[src/rtl/online_div_scheduler_pkg.sv]
// -----------------------------------------------------------------------------
// online_div_pkg
// Shared definitions for the online divider scheduler:
//   - state_e   : scheduler FSM states
//   - SD_*      : radix-2 signed-digit encodings {plus,minus}
//   - cnt_width : width of the digit counters (holds 0..DIGITS+ONLINE_DELAY)
// -----------------------------------------------------------------------------
package online_div_pkg;

   typedef enum logic [2:0] {
      IDLE,
      CLEAR,
      FEED,
      PAD,
      DRAIN
   } state_e;

   localparam logic [1:0] SD_POS  = 2'b10;
   localparam logic [1:0] SD_NEG  = 2'b01;
   localparam logic [1:0] SD_ZERO = 2'b00;

   // Counters must be able to hold the terminal value DIGITS+ONLINE_DELAY.
   function automatic int cnt_width(input int digits, input int delay);
      return $clog2(digits + delay + 1);
   endfunction

endpackage

[src/rtl/online_div_scheduler_rr_arbiter.sv]
// -----------------------------------------------------------------------------
// rr_arbiter
// Purely combinational round-robin pick: scans req_i starting at index ptr_i,
// wrapping around, and returns the first set bit.
// Ports:
//   req_i   : request vector
//   ptr_i   : index with highest priority (must be < NUM_REQ)
//   grant_o : index of the picked requester (0 when none)
//   found_o : at least one request was set
// -----------------------------------------------------------------------------
module rr_arbiter #(
   parameter int NUM_REQ = 4,
   parameter int ID_W    = 2
) (
   input  logic [NUM_REQ-1:0] req_i,
   input  logic [ID_W-1:0]    ptr_i,
   output logic [ID_W-1:0]    grant_o,
   output logic               found_o
);

   localparam int IW = ID_W + 1;
   localparam logic [IW-1:0] NUM_REQ_W = IW'(NUM_REQ);

   // cand_idx[k] is the requester examined at scan offset k from ptr_i.
   logic [IW-1:0]   sum_w    [NUM_REQ];
   logic [ID_W-1:0] cand_idx [NUM_REQ];
   logic [NUM_REQ-1:0] hit_w;

   genvar gi;
   generate
      for (gi = 0; gi < NUM_REQ; gi++) begin : g_cand
         assign sum_w[gi]    = {1'b0, ptr_i} + IW'(gi);
         assign cand_idx[gi] = (sum_w[gi] >= NUM_REQ_W) ? ID_W'(sum_w[gi] - NUM_REQ_W)
                                                         : ID_W'(sum_w[gi]);
         assign hit_w[gi]    = req_i[cand_idx[gi]];
      end
   endgenerate

   // Walk offsets from the far end so the smallest hit offset is written last.
   always_comb begin
      grant_o = '0;
      found_o = 1'b0;
      for (int k = NUM_REQ - 1; k >= 0; k--) begin
         if (hit_w[k]) begin
            grant_o = cand_idx[k];
            found_o = 1'b1;
         end
      end
   end

endmodule

[src/rtl/online_div_scheduler.sv]
// -----------------------------------------------------------------------------
// online_div_scheduler
// Time-shares one online signed-digit divider between NUM_REQ requesters.
// A round-robin pick grants one requester, the divider is cleared for one
// cycle, the owner's x/d digits are streamed in followed by ONLINE_DELAY zero
// digits, and the divider's q stream is routed back to the owner with the
// first ONLINE_DELAY digits discarded.
// Ports:
//   clk, asyn_reset          : clock, synchronous active-high reset
//   op_req/op_x/op_d/op_vld  : requester side operand stream (per requester)
//   op_rdy                   : operand ready, only ever set for the owner
//   res_q/res_vld/res_rdy    : result digit stream back to the owner
//   div_clr                  : one-cycle divider clear before each operation
//   div_x/div_d/div_in_vld/div_in_rdy : divider operand stream
//   div_q/div_q_vld/div_q_rdy         : divider quotient stream
//   grant_id, busy, done     : owner index, operation active, completion pulse
// -----------------------------------------------------------------------------
module online_div_scheduler
   import online_div_pkg::*;
#(
   parameter int NUM_REQ      = 4,
   parameter int DIGITS       = 64,
   parameter int ONLINE_DELAY = 3,
   parameter int ID_W         = 2
) (
   input  logic                 clk,
   input  logic                 asyn_reset,
   input  logic [NUM_REQ-1:0]   op_req,
   input  logic [2*NUM_REQ-1:0] op_x,
   input  logic [2*NUM_REQ-1:0] op_d,
   input  logic [NUM_REQ-1:0]   op_vld,
   output logic [NUM_REQ-1:0]   op_rdy,
   output logic [1:0]           res_q,
   output logic [NUM_REQ-1:0]   res_vld,
   input  logic [NUM_REQ-1:0]   res_rdy,
   output logic                 div_clr,
   output logic [1:0]           div_x,
   output logic [1:0]           div_d,
   output logic                 div_in_vld,
   input  logic                 div_in_rdy,
   input  logic [1:0]           div_q,
   input  logic                 div_q_vld,
   output logic                 div_q_rdy,
   output logic [ID_W-1:0]      grant_id,
   output logic                 busy,
   output logic [NUM_REQ-1:0]   done
);

   localparam int CW = cnt_width(DIGITS, ONLINE_DELAY);
   localparam logic [CW-1:0] CNT_ONE   = CW'(1);
   localparam logic [CW-1:0] CNT_DIG   = CW'(DIGITS);
   localparam logic [CW-1:0] CNT_DELAY = CW'(ONLINE_DELAY);
   localparam logic [CW-1:0] CNT_TOTAL = CW'(DIGITS + ONLINE_DELAY);

   state_e          state_q, state_d;
   logic [ID_W-1:0] grant_q, grant_d;
   logic [ID_W-1:0] rr_ptr_q, rr_ptr_d;
   logic [CW-1:0]   in_cnt_q, in_cnt_d;
   logic [CW-1:0]   out_cnt_q, out_cnt_d;

   logic [ID_W-1:0]    arb_grant;
   logic               arb_found;
   logic [NUM_REQ-1:0] owner_oh;
   logic [1:0]         sel_x;
   logic [1:0]         sel_d;
   logic               sel_vld;
   logic               sel_res_rdy;
   logic               feed_rdy;
   logic               done_pulse;
   logic               out_win;
   logic               q_drop;
   logic               q_fwd;
   logic               q_acc;

   // --------------------------------------------------------------------------
   // Arbitration
   // --------------------------------------------------------------------------
   rr_arbiter #(
      .NUM_REQ (NUM_REQ),
      .ID_W    (ID_W)
   ) u_rr_arbiter (
      .req_i   (op_req),
      .ptr_i   (rr_ptr_q),
      .grant_o (arb_grant),
      .found_o (arb_found)
   );

   // --------------------------------------------------------------------------
   // Owner selection
   // --------------------------------------------------------------------------
   genvar gi;
   generate
      for (gi = 0; gi < NUM_REQ; gi++) begin : g_owner
         assign owner_oh[gi] = (grant_q == ID_W'(gi));
      end
   endgenerate

   assign sel_x       = op_x[{grant_q, 1'b0} +: 2];
   assign sel_d       = op_d[{grant_q, 1'b0} +: 2];
   assign sel_vld     = op_vld[grant_q];
   assign sel_res_rdy = res_rdy[grant_q];

   // --------------------------------------------------------------------------
   // Output path: open from the cycle after CLEAR until the end of DRAIN.
   // The first ONLINE_DELAY beats are swallowed here; the rest pass straight
   // through to the owner with no added latency, so res_rdy backpressure only
   // throttles the divider output and never the operand feed.
   // --------------------------------------------------------------------------
   assign out_win = (state_q == FEED) || (state_q == PAD) || (state_q == DRAIN);
   assign q_drop  = out_win && (out_cnt_q < CNT_DELAY);
   assign q_fwd   = out_win && (out_cnt_q >= CNT_DELAY) && (out_cnt_q < CNT_TOTAL);

   assign div_q_rdy = q_drop || (q_fwd && sel_res_rdy);
   assign q_acc     = div_q_vld && div_q_rdy;
   assign res_q     = q_fwd ? div_q : SD_ZERO;
   assign res_vld   = owner_oh & {NUM_REQ{q_fwd && div_q_vld}};

   assign op_rdy   = owner_oh & {NUM_REQ{feed_rdy}};
   assign done     = owner_oh & {NUM_REQ{done_pulse}};
   assign grant_id = grant_q;

   // --------------------------------------------------------------------------
   // Next-state and operand-side outputs
   // --------------------------------------------------------------------------
   always_comb begin
      state_d    = state_q;
      grant_d    = grant_q;
      rr_ptr_d   = rr_ptr_q;
      in_cnt_d   = in_cnt_q;
      out_cnt_d  = out_cnt_q;
      div_clr    = 1'b0;
      div_x      = SD_ZERO;
      div_d      = SD_ZERO;
      div_in_vld = 1'b0;
      feed_rdy   = 1'b0;
      busy       = 1'b0;
      done_pulse = 1'b0;

      // The output counter runs independently of the input phase and holds
      // at its terminal value.
      if (q_acc && (out_cnt_q != CNT_TOTAL)) begin
         out_cnt_d = out_cnt_q + CNT_ONE;
      end

      case (state_q)
         IDLE: begin
            if (arb_found) begin
               grant_d  = arb_grant;
               rr_ptr_d = (arb_grant == ID_W'(NUM_REQ - 1)) ? '0 : arb_grant + 1'b1;
               state_d  = CLEAR;
            end
         end

         CLEAR: begin
            busy      = 1'b1;
            div_clr   = 1'b1;
            in_cnt_d  = '0;
            out_cnt_d = '0;
            state_d   = FEED;
         end

         FEED: begin
            busy       = 1'b1;
            div_x      = sel_x;
            div_d      = sel_d;
            div_in_vld = sel_vld;
            feed_rdy   = div_in_rdy;
            // Leave on the accepting edge of the last operand digit so no
            // extra owner digit is ever presented to the divider.
            if (sel_vld && div_in_rdy) begin
               in_cnt_d = in_cnt_q + CNT_ONE;
               if (in_cnt_q == CNT_DIG - CNT_ONE) begin
                  state_d = PAD;
               end
            end
         end

         PAD: begin
            busy       = 1'b1;
            div_in_vld = 1'b1;
            if (div_in_rdy) begin
               in_cnt_d = in_cnt_q + CNT_ONE;
               if (in_cnt_q == CNT_TOTAL - CNT_ONE) begin
                  state_d = DRAIN;
               end
            end
         end

         DRAIN: begin
            busy = 1'b1;
            if (out_cnt_q == CNT_TOTAL) begin
               done_pulse = 1'b1;
               in_cnt_d   = '0;
               out_cnt_d  = '0;
               state_d    = IDLE;
            end
         end

         default: begin
            state_d = IDLE;
         end
      endcase
   end

   // --------------------------------------------------------------------------
   // State registers
   // --------------------------------------------------------------------------
   always_ff @(posedge clk) begin
      if (asyn_reset) begin
         state_q   <= IDLE;
         grant_q   <= '0;
         rr_ptr_q  <= '0;
         in_cnt_q  <= '0;
         out_cnt_q <= '0;
      end else begin
         state_q   <= state_d;
         grant_q   <= grant_d;
         rr_ptr_q  <= rr_ptr_d;
         in_cnt_q  <= in_cnt_d;
         out_cnt_q <= out_cnt_d;
      end
   end

endmodule

[config.mk]
export PLATFORM = sky130hd
export DESIGN_NAME = online_div_scheduler
export DESIGN_NICKNAME = d
export VERILOG_FILES = /design/src/rtl/online_div_scheduler_pkg.sv /design/src/rtl/online_div_scheduler_rr_arbiter.sv /design/src/rtl/online_div_scheduler.sv
export SDC_FILE = /design/constraint.sdc
export NUM_CORES = 1
export LEC_CHECK = 0
export CORE_MARGIN = 1.5
export CORE_UTILIZATION = 44
export CTS_CLUSTER_SIZE = 10
export DETAILED_ROUTE_END_ITERATION = 12
export PLACE_DENSITY = 0.8
export SLEW_MARGIN = 0
export SYNTH_ARGS = -nofsm -noshare
export SYNTH_HDL_FRONTEND = slang
export SYNTH_SLANG_ARGS = --single-unit
[constraint.sdc]
create_clock -name clk -period 2.5 [get_ports clk]
set_input_delay 0.5 -clock clk [delete_from_list [all_inputs] [get_ports clk]]
set_output_delay 0.5 -clock clk [all_outputs]
set_load 0.02 [all_outputs]
Yosys cells after proc, flatten, opt, wreduce, memory -nomap -nowiden
Index checks and enable logic that the tools add are counted.
W data, S select, Z words.

word-level totals
  flip-flop bits (word level) = 21
  input bits = 34
  output and inout bits = 24
  logic and storage cells = 116

cells by class
  $add $sub $neg = 10
  magnitude comparators = 12
  equal/unequal tests = 18
  shift-type cells = 2
  mux-type cells = 48
  bitwise gates (word level) = 3
  reductions and logical operators = 18

operators by type and width
  kind                   number
  $mux W7                5
  $pmux W7 S4            1
  $mux W2                12
  $mux W3                6
  $shiftx A8 B4 Y2       2
  $lt A2 B3 Y1 const B   5
  $mux W1                15
  $pmux W3 S5            1
  $add A7 B1 Y7 const B  2
  $eq A7 B7 Y1 const B   2
  $pmux W7 S2            1
  $and A4 B4 Y4          3
  $bmux W1 S2            6
  $ge A3 B3 Y1 const B   3
  $logic_and A1 B1 Y1    8
  $ne A2 B1 Y1 const B   4
  $sub A2 B1 Y2 const B  4
  $eq A7 B6 Y1 const B   1
  $ge A7 B2 Y1 const B   1
  $lt A7 B2 Y1 const B   1
  $lt A7 B7 Y1 const B   1
  $ne A7 B7 Y1 const B   1
  $add A2 B2 Y3 const B  2
  $eq A2 B2 Y1 const B   3
  other kinds (17)       21

Logic depth before layout (Yosys ltp)
Gate-level depths: netlist (run 1).

  word-level depth = 12
  depth in mapped cells = 7
  mapped depth without buffers = 7

Cells and area by module
Synthesis (run 1) repeated with hierarchy kept, for this count alone.

unflattened totals
  cell total of the unflattened synthesis = 189
  area, all modules = 1579.0 sq um

by module, submodules not included
  module                times used  cells an instance  area an instance (sq um)  seq. area each (sq um)
  online_div_scheduler  1           176                1501.4                    420.4
  rr_arbiter            1           13                 77.6                      0.0

Least setup slack after synthesis (run 1)
No wires, ideal clock.

  path kind = register to output
  start point = reg out_cnt_q[5]
  end point = out res_vld[0]
  arrival time = 1.851 ns
  data required time = 2.000 ns
  setup slack = 0.149 ns
  stages on the path, launching flop included = 6
  buffers on the path = 0
  path through = dfxtp_1 > nor4_4 > nand2_1 > mux2_2 > or2_2 > nor3_1

between the ends
  longest elaborated chain between the ends = 5
  elaborated cells on any way between the ends = 6
  those cells by class = order compare (2); bitwise (1); reduce/logical (3)

ends and longest elaborated chain
  item                    RTL line                     source
  from (decl)             online_div_scheduler.sv:59   logic [CW-1:0] out_cnt_q, out_cnt_d;
  from (signal assigned)  online_div_scheduler.sv:220  out_cnt_q <= out_cnt_d;
  $ge A7 B2 Y1            online_div_scheduler.sv:111  assign q_fwd = out_win && (out_cnt_q >= CNT_DELAY) && (out_cnt_q < CNT_TOTAL);
  $logic_and A1 B1 Y1     online_div_scheduler.sv:111
  $logic_and A1 B1 Y1 *   online_div_scheduler.sv:111
  $logic_and A1 B1 Y1 *   online_div_scheduler.sv:116  assign res_vld = owner_oh & {NUM_REQ{q_fwd && div_q_vld}};
  $and A4 B4 Y4 *         online_div_scheduler.sv:116
  to (decl)               online_div_scheduler.sv:34   output logic [NUM_REQ-1:0] res_vld,

Mark *: on every way between the ends. The rest lies on a longest branch, timed or not.

Worst setup path after layout (run 1)
  start point = reg out_cnt_q[2]
  end point = out res_vld[0]

The elaborated chain is that of the path after synthesis.

==> flow_summary.json, run 1 <==
{
  "status": "finished clean",
  "finalPower_mw": 0.914,
  "num_vias": 1577,
  "ys_ff_latch": 21,
  "tritoncts": "done",
  "rsz0062_at_grt": "yes",
  "regArea_um2": 423,
  "final_max_slew_viol_count": 0,
  "r2r_setup_slack_ns": 0.40,
  "cp_slowest_cell": "dfxtp_2",
  "critPathKind": "reg2out",
  "cts_made_buffers": 3,
  "grt_pass1_vias": 1464,
  "grt_use_total_pct": 21.5,
  "final.fill_count": 297,
  "r2r_cells": 8,
  "start_util_pct": 45.2,
  "drt_iter0_markers": 20,
  "drcViolationCount": 0,
  "path_cells": "nor4_4, nand2_1, mux2_2, or2_4, nor3_2, buf_4",
  "routed-wl-met2_um": 1900,
  "min_to": "out_cnt_q[1]$_SDFF_PP0_",
  "diodes": 0,
  "ys_seq_area_share_pct": 28.1,
  "final_cell_mix": "clkdlybuf4s50_1, nor2_1, buf_4",
  "setup_ws_ns": 0.0703,
  "place_inst": 303,
  "io_pins": 58,
  "critPathArrivalTime_ns": 1.93,
  "antenna_found_initial": 0,
  "slew-limit-headroom_pct": 64.8,
  "hold_start": "out_cnt_q[1]$_SDFF_PP0_",
  "synth-edff-count": 0,
  "area_growth_pct": 54.1,
  "startpoint_type": "flop",
  "layout_worst_path_cycle_share_pct": 97.2,
  "drive_gt1_share_pct": 21.7,
  "final_cells": 309,
  "avgViaCountPerCell": 5.10,
  "die_w_um": 61.3,
  "yosysTopAreaCell": "dfxtp_1",
  "overflow": 0,
  "synth_cell_types": 46,
  "critPathMaxFanout": 4,
  "peakVddDrop_v": 0.000284,
  "postLayoutCellArea_um2": 2310,
  "worstHoldPathCells": 2,
  "required_ns": 2.00,
  "clk_latency_ns": 0.31,
  "hold_class": "reg2reg",
  "timing.final.hold_violations": 0,
  "multiInputGateArea_um2": 1040,
  "first_pass_iters": 5,
  "clk_pin_slew_ns": 0.13,
  "worstMarginPinSlew_ns": 0.524,
  "placed_area_um2": 2270,
  "max_stage_delay_ns": 0.36,
  "async_flop_share_pct": 0,
  "portBuffers": 57,
  "r2r-end": "out_cnt_q[0]$_SDFF_PP0_",
  "syn-cell-area_um2": 1500,
  "rows": 21,
  "drt-total-wl_um": 3710,
  "clock-sinks": 21,
  "grt_max_degree": 16,
  "mostFrequentLayoutCell": "clkdlybuf4s50_1",
  "yosys.area.top_type_share_pct": 28.1,
  "root_buffer": "clkbuf_4",
  "fp.dieH_um": 61.3,
  "dpl.hpwl_um": 2950,
  "core_um2": 3310,
  "clockBufferDepth": 2,
  "gp_congestion": 0.828,
  "avgSynthCellArea_um2": 8.14,
  "cellPowerDensity_nw_per_um2": 396,
  "dpl_worst_slack_ns": -0.317,
  "htreeDepth": 1,
  "fmax_ghz": 0.412,
  "netlist_instances": 184,
  "top_layer": "met4",
  "rr_startpoint": "out_cnt_q[2]$_SDFF_PP0_",
  "cp-end-kind": "output pin",
  "maxCapViolCount": 0,
  "nets": 301,
  "startpoint": "out_cnt_q[2]$_SDFF_PP0_",
  "setup_viol": 0,
  "leakage_nw": 0.955,
  "min_period_ns": 2.43,
  "wl_per_cell_um": 12.0,
  "syn-num-nets": 221,
  "ys_top_cells_by_area": "dfxtp_1, nor2_1, mux4_2",
  "grt_pass1_wl_um": 6090,
  "antenna_left": 0,
  "wl_met1_um": 1640,
  "wl_met3_um": 143,
  "fin_worst_skew_ns": 0.00584,
  "synthFlopType": "dfxtp_1",
  "yosys_warnings": 0,
  "dieArea_um2": 3760
}
## logic make-up (layout without fill, tap and decap cells)
| kind of cell | count (synthesis) | after routing | share of synthesized area, % |
|---|---|---|---|
| fa+ha+maj | 4 | 4 | 3.26 |
| simple gates | 94 | 94 | 33.2 |
| mux | 12 | 12 | 13.5 |
| compound gates | 31 | 31 | 13.4 |
| buf+inv | 13 | 92 | 3.34 |
| xor+xnor | 9 | 9 | 5.26 |
| flops | 21 | 21 | 28.1 |
## metrics by stage
stage               hold WS (ns)  util (%)  setup TNS (ns)
floorplan                  0.452         -               0
global placement           0.466      68.7          -0.989
detailed placement         0.484      68.7           -1.11
CTS                        0.503      68.9         -0.0404
global route               0.533      69.7          -0.205
finish                     0.502      69.7               0
## cells in the mapped netlist (5+ instances only)
master / count
nor2b_1: 6
mux4_2: 5
nand3_1: 7
a21oi_1: 11
clkbuf_1: 7
nand2_1: 11
xnor2_1: 8
nor3_1: 7
nor2_1: 34
nand2b_1: 5
dfxtp_1: 21
## worst max-delay path, delay by kind of cell, from the launching register on
family	cells	cell delay, ns
buf+inv	1	0.16
flops	1	0.36
mux	1	0.31
simple gates	4	0.80
## how the worst max path moves through the flow
stage | slack, ns | endpoint | cells after the start
final | 0.07 | res_vld[0] | 6
after global routing | -0.05 | res_vld[0] | 6
after CTS | -0.04 | res_vld[0] | 6
after detailed placement | -0.32 | div_q_rdy | 6
after global placement | -0.28 | div_q_rdy | 6
after floorplan | 0.15 | res_vld[0] | 5
## power by group
| group | switching (mW) | leakage, nW | internal [mW] |
|---|---|---|---|
| Combinational | 0.173 | 0.766 | 0.196 |
| Sequential | 0.0207 | 0.172 | 0.354 |
| Clock | 0.110 | 0.0177 | 0.0596 |
| Total | 0.303 | 0.955 | 0.611 |
## timing repair
action                     in CTS  in global routing
resized for setup              36                 18
setup endpoints to repair      17                 12
hold buffers                    0                  0
setup buffers                   1                  1
pin swaps                       1                  2
## routing by layer
layer  up-vias  GRT usage (%)
met2        36           38.0
met1       719           25.8
met3         2           4.83
met5         -              0
met4         0           6.69
li1        820              -
## cell type report
| type | count | area share (%) |
|---|---|---|
| Inverter | 5 | 0.813 |
| Sequential cell | 21 | 18.3 |
| Clock inverter | 1 | 0.217 |
| Clock buffer | 3 | 0.976 |
| Multi-Input combinational cell | 150 | 45.1 |
| Tap cell | 46 | 2.49 |
| Timing Repair Buffer | 83 | 32.1 |
## flip-flops by register name, summed over array words and instances, names as in the netlist
| name | flops |
|---|---|
| grant_id | 2 |
| in_cnt_q | 7 |
| out_cnt_q | 7 |
| rr_ptr_q | 2 |
| state_q | 3 |
Power figures use the tool's default switching activity.
==> inputs of run 2 (changes only) <==
- CORE_ASPECT_RATIO: unset -> 0.7
==> flow_summary.json, run 2 (synthesis gave the netlist of run 1 again) <==
{
  "status": "finished clean",
  "wl_per_cell_um": 14.1,
  "placed_area_um2": 2270,
  "leakage_nw": 0.963,
  "clockBufferDepth": 2,
  "htreeDepth": 1,
  "swShare_pct": 32.2,
  "layout_worst_path_cycle_share_pct": 98.3,
  "rsz0062_at_grt": "yes",
  "maxCapViolCount": 0,
  "pwr-share-comb_pct": 38.4,
  "final_cell_mix": "clkdlybuf4s50_1, nor2_1, buf_4",
  "reg_top3": "in_cnt_q: 7 flops, out_cnt_q: 7 flops, state_q: 3 flops",
  "setup_viol": 0,
  "p_sw_mw": 0.316,
  "grt_pass1_wl_um": 6830,
  "required_ns": 2.00,
  "slew-limit-headroom_pct": 60.3,
  "gp_congestion": 0.913,
  "drt-total-wl_um": 4220,
  "fin_worst_skew_ns": 0.000566,
  "fp.dieH_um": 51.8,
  "clk_pin_slew_ns": 0.08,
  "drcViolationCount": 0,
  "antenna_found_initial": 0,
  "cellPowerDensity_nw_per_um2": 423,
  "grt_max_degree": 16,
  "dieArea_um2": 3770,
  "critPathArrivalTime_ns": 1.96,
  "critPathKind": "reg2out",
  "mostFrequentLayoutCell": "clkdlybuf4s50_1",
  "core_um2": 3190,
  "overflow": 0,
  "peakVddDrop_v": 0.000265,
  "r2r_cells": 7,
  "io_pins": 58,
  "portBuffers": 57,
  "root_buffer": "clkbuf_8",
  "dpl.hpwl_um": 3330,
  "avgViaCountPerCell": 5.36,
  "hold_class": "reg2reg",
  "cts_made_buffers": 3,
  "grt_pass1_vias": 1508,
  "worstMarginPinSlew_ns": 0.592,
  "antenna_left": 0,
  "drt_iter0_markers": 86,
  "clock-sinks": 21,
  "p_int_mw": 0.664,
  "grt_use_total_pct": 23.4,
  "drive_gt1_share_pct": 21.4,
  "start_util_pct": 46.9,
  "clk_latency_ns": 0.26,
  "critPathMaxFanout": 4,
  "num_vias": 1609,
  "timing.final.hold_violations": 0,
  "tritoncts": "done",
  "rows": 17,
  "final_core_util_pct": 72.6,
  "final_max_slew_viol_count": 0,
  "power_frac_clock_pct": 23.3,
  "worstHoldPathCells": 2,
  "startpoint_type": "flop",
  "cp-end-kind": "output pin",
  "postCtsHoldBufs": 0,
  "sequentialPowerShare_pct": 38.3,
  "diodes": 0,
  "area_growth_pct": 54.6,
  "nets": 300,
  "fmax_ghz": 0.407,
  "first_pass_iters": 4,
  "min_period_ns": 2.46,
  "die_w_um": 72.7,
  "postLayoutCellArea_um2": 2320
}
[run 2: changes by cell type in the layout (fill, tap and decap cells not counted), moves of 2 or more]
| cell | previous run | this run |
|---|---|---|
| nor2_2 | 2 | 0 |
| clkbuf_8 | 0 | 3 |
| buf_4 | 32 | 28 |
| clkbuf_4 | 3 | 0 |
| clkbuf_2 | 0 | 2 |
[run 2: cell type report]
cell class	instances	area [µm²]
inverter	5	18.8
multi-input combinational	150	1050
fill	255	875
clock inverter	1	5.00
clock buffer	3	41.3
sequential	21	423
tap	38	47.5
timing repair buffer	82	732
[run 2: metal layers]
layer	vias up	part of all wire [%]	wire length [µm]	global-route usage, %
met4	0	0.45	19	3.77
met5	-	0	0	0
met1	728	47	1990	30.8
met3	2	8.0	339	8.33
met2	59	44	1870	37.5
li1	820	-	-	-
[run 2: critical path, cell delays in order (launching register included)]
cell,delay (ns)
dfxtp_2,0.34
nor4_4,0.35
nand2_2,0.12
mux2_4,0.32
or2_4,0.28
nor3_2,0.11
buf_4,0.16
[run 2: power by group through the flow]
stage | sequential [mW] | clock [mW] | combinational, mW
after CTS | 0.374 | 0.233 | 0.378
after global routing | 0.378 | 0.253 | 0.407
after detailed placement | 0.381 | 0 | 0.384
after floorplan | 0.386 | 0 | 0.205
final | 0.375 | 0.228 | 0.377
after global placement | 0.381 | 0 | 0.377
[run 2: metrics by stage]
step | TNS, ns | hold slack, ns | total power [mW] | setup WS (ns) | instances
2_1_floorplan | 0 | 0.452 | 0.592 | 0.149 | 184
3_3_place_gp | -1.09 | 0.465 | 0.758 | -0.318 | 296
3_5_place_dp | -1.12 | 0.493 | 0.765 | -0.323 | 296
4_1_cts | 0 | 0.508 | 0.985 | 0.0102 | 300
5_1_grt | -0.136 | 0.525 | 1.04 | -0.0540 | 300
6_report | 0 | 0.514 | 0.979 | 0.0426 | 300
[run 2: worst paths after layout]
path                            from                        to  slack [ns]
min reg2reg  out_cnt_q[1]$_SDFF_PP0_   out_cnt_q[1]$_SDFF_PP0_        0.51
min          out_cnt_q[1]$_SDFF_PP0_   out_cnt_q[1]$_SDFF_PP0_        0.51
max          out_cnt_q[2]$_SDFF_PP0_                res_vld[0]        0.04
max reg2reg  out_cnt_q[2]$_SDFF_PP0_  in_cnt_q[5]$_SDFFE_PP0P_        0.44
[run 2: timing repair]
item	4_1_cts	5_1_grt
gates resized for setup	33	20
buffers inserted	0	0
pin swaps	0	3
endpoints found under the setup margin	17	10
==> inputs of run 3 (changes only) <==
==> constraint.sdc (replaced) <==
create_clock -name clk -period 2.5 [get_ports clk]
set_input_delay 0.75 -clock clk [delete_from_list [all_inputs] [get_ports clk]]
set_output_delay 0.75 -clock clk [all_outputs]
set_load 0.02 [all_outputs]
==> flow_summary.json, run 3 (synthesis gave the netlist of run 1 again) <==
{
  "slew-limit-headroom_pct": 75.3,
  "peakVddDrop_v": 0.000241,
  "fp.dieH_um": 51.8,
  "antenna_found_initial": 0,
  "rows": 17,
  "tritoncts": "done",
  "min_to": "out_cnt_q[1]$_SDFF_PP0_",
  "rsz0062_at_grt": "yes",
  "first_pass_iters": 4,
  "r2r-end": "in_cnt_q[6]$_SDFFE_PP0P_",
  "status": "finished with violations",
  "cp-end-kind": "output pin",
  "leakage_nw": 1.04,
  "overflow": 0,
  "fin_worst_skew_ns": 0.00350,
  "min_period_ns": 2.63,
  "area_growth_pct": 58.0,
  "hold_start": "out_cnt_q[1]$_SDFF_PP0_",
  "required_ns": 1.75,
  "grt_pass1_wl_um": 7020,
  "critPathMaxFanout": 4,
  "hold_class": "reg2reg",
  "cellPowerDensity_nw_per_um2": 431,
  "rr_startpoint": "grant_id[0]$_SDFFE_PP0P_",
  "clk_pin_slew_ns": 0.08,
  "antenna_left": 0,
  "clock-sinks": 21,
  "clk_latency_ns": 0.26,
  "r2r_cells": 10,
  "worstMarginPinSlew_ns": 0.369,
  "die_w_um": 72.7,
  "drive_gt1_share_pct": 33.5,
  "grt_pass1_vias": 1556,
  "num_vias": 1702,
  "worstHoldPathCells": 2,
  "final_max_slew_viol_count": 0,
  "final_cell_mix": "buf_4, nor2_1, dfxtp_1",
  "grt_use_total_pct": 23.9,
  "dieArea_um2": 3770,
  "setup_viol": 6,
  "timing.final.hold_violations": 0,
  "drcViolationCount": 0,
  "grt_max_degree": 16,
  "fin_tns_setup_ns": -0.607,
  "startpoint_type": "input pin",
  "diodes": 0,
  "cts_made_buffers": 3,
  "mostFrequentLayoutCell": "buf_4",
  "io_pins": 58,
  "portBuffers": 57,
  "clockBufferDepth": 2,
  "violations": "setup timing",
  "htreeDepth": 1,
  "dpl.hpwl_um": 3420,
  "drt_iter0_markers": 88,
  "core_um2": 3190,
  "nets": 310,
  "critPathKind": "in2out",
  "r2r_setup_slack_ns": 0.24,
  "maxCapViolCount": 0,
  "drt-total-wl_um": 4480,
  "layout_worst_path_cycle_share_pct": 105,
  "fmax_ghz": 0.380,
  "gp_congestion": 0.831,
  "root_buffer": "clkbuf_8",
  "wl_per_cell_um": 14.4,
  "avgViaCountPerCell": 5.49,
  "reg_top3": "in_cnt_q: 7 flops, out_cnt_q: 7 flops, state_q: 3 flops",
  "setup_ws_ns": -0.133,
  "final_core_util_pct": 74.2,
  "start_util_pct": 46.9,
  "final.fill_count": 230,
  "critPathArrivalTime_ns": 1.88
}
run 3: final cells by class:
cell class	instances	area, µm²	share of cell area [%]
clock buffers	3	41.3	1.75
clock inverters	1	5.00	0.212
inverters	5	18.8	0.793
multi-input cells	150	1070	45.3
flip-flops and latches	21	423	17.9
well taps	38	47.5	2.01
repair buffers	92	758	32.0
run 3: stage by stage:
step | hold WS (ns) | cells | power (mW) | worst slack (ns) | area, µm²
2_1_floorplan | 0.452 | 184 | 0.592 | 0.0484 | 1500
3_3_place_gp | 0.467 | 302 | 0.776 | -0.800 | 2320
3_5_place_dp | 0.484 | 302 | 0.784 | -0.808 | 2320
4_1_cts | 0.498 | 308 | 0.998 | -0.188 | 2320
5_1_grt | 0.541 | 310 | 1.08 | -0.205 | 2370
6_report | 0.510 | 310 | 1.02 | -0.133 | 2370
run 3: what timing repair did:
| item | 4_1_cts | 5_1_grt |
|---|---|---|
| hold buffers | 0 | 0 |
| setup endpoints to repair | 21 | 19 |
| pin swaps | 7 | 6 |
| resized for setup | 108 | 46 |
| buffers inserted | 2 | 2 |
run 3: worst max path at each step:
stage / start / endpoint / slack (ns)
after floorplan: out_cnt_q[5]$_SDFF_PP0_ / res_vld[3] / 0.05
after global placement: res_rdy[2] / div_q_rdy / -0.80
after detailed placement: res_rdy[2] / div_q_rdy / -0.81
after CTS: op_x[3] / div_x[1] / -0.19
after global routing: out_cnt_q[5]$_SDFF_PP0_ / res_vld[0] / -0.21
final: div_q_vld / res_vld[2] / -0.13
run 3: where the power goes:
part	internal, mW	total [mW]	switching [mW]	leakage (nW)
Sequential	0.354	0.373	0.0196	0.172
Clock	0.111	0.225	0.114	0.0255
Combinational	0.222	0.422	0.200	0.842
run 3: metal layers:
layer	wire (µm)	global-route usage (%)	vias up
met5	0	0	-
met4	51	4.09	0
met3	374	6.59	8
met2	2070	37.5	74
met1	1980	33.2	785
li1	-	-	835
run 3: critical path, cell delays in order:
cell	delay, ns
clkdlybuf4s50_1	0.49
o21ai_1	0.09
or2_4	0.29
nor2_1	0.11
buf_4	0.15
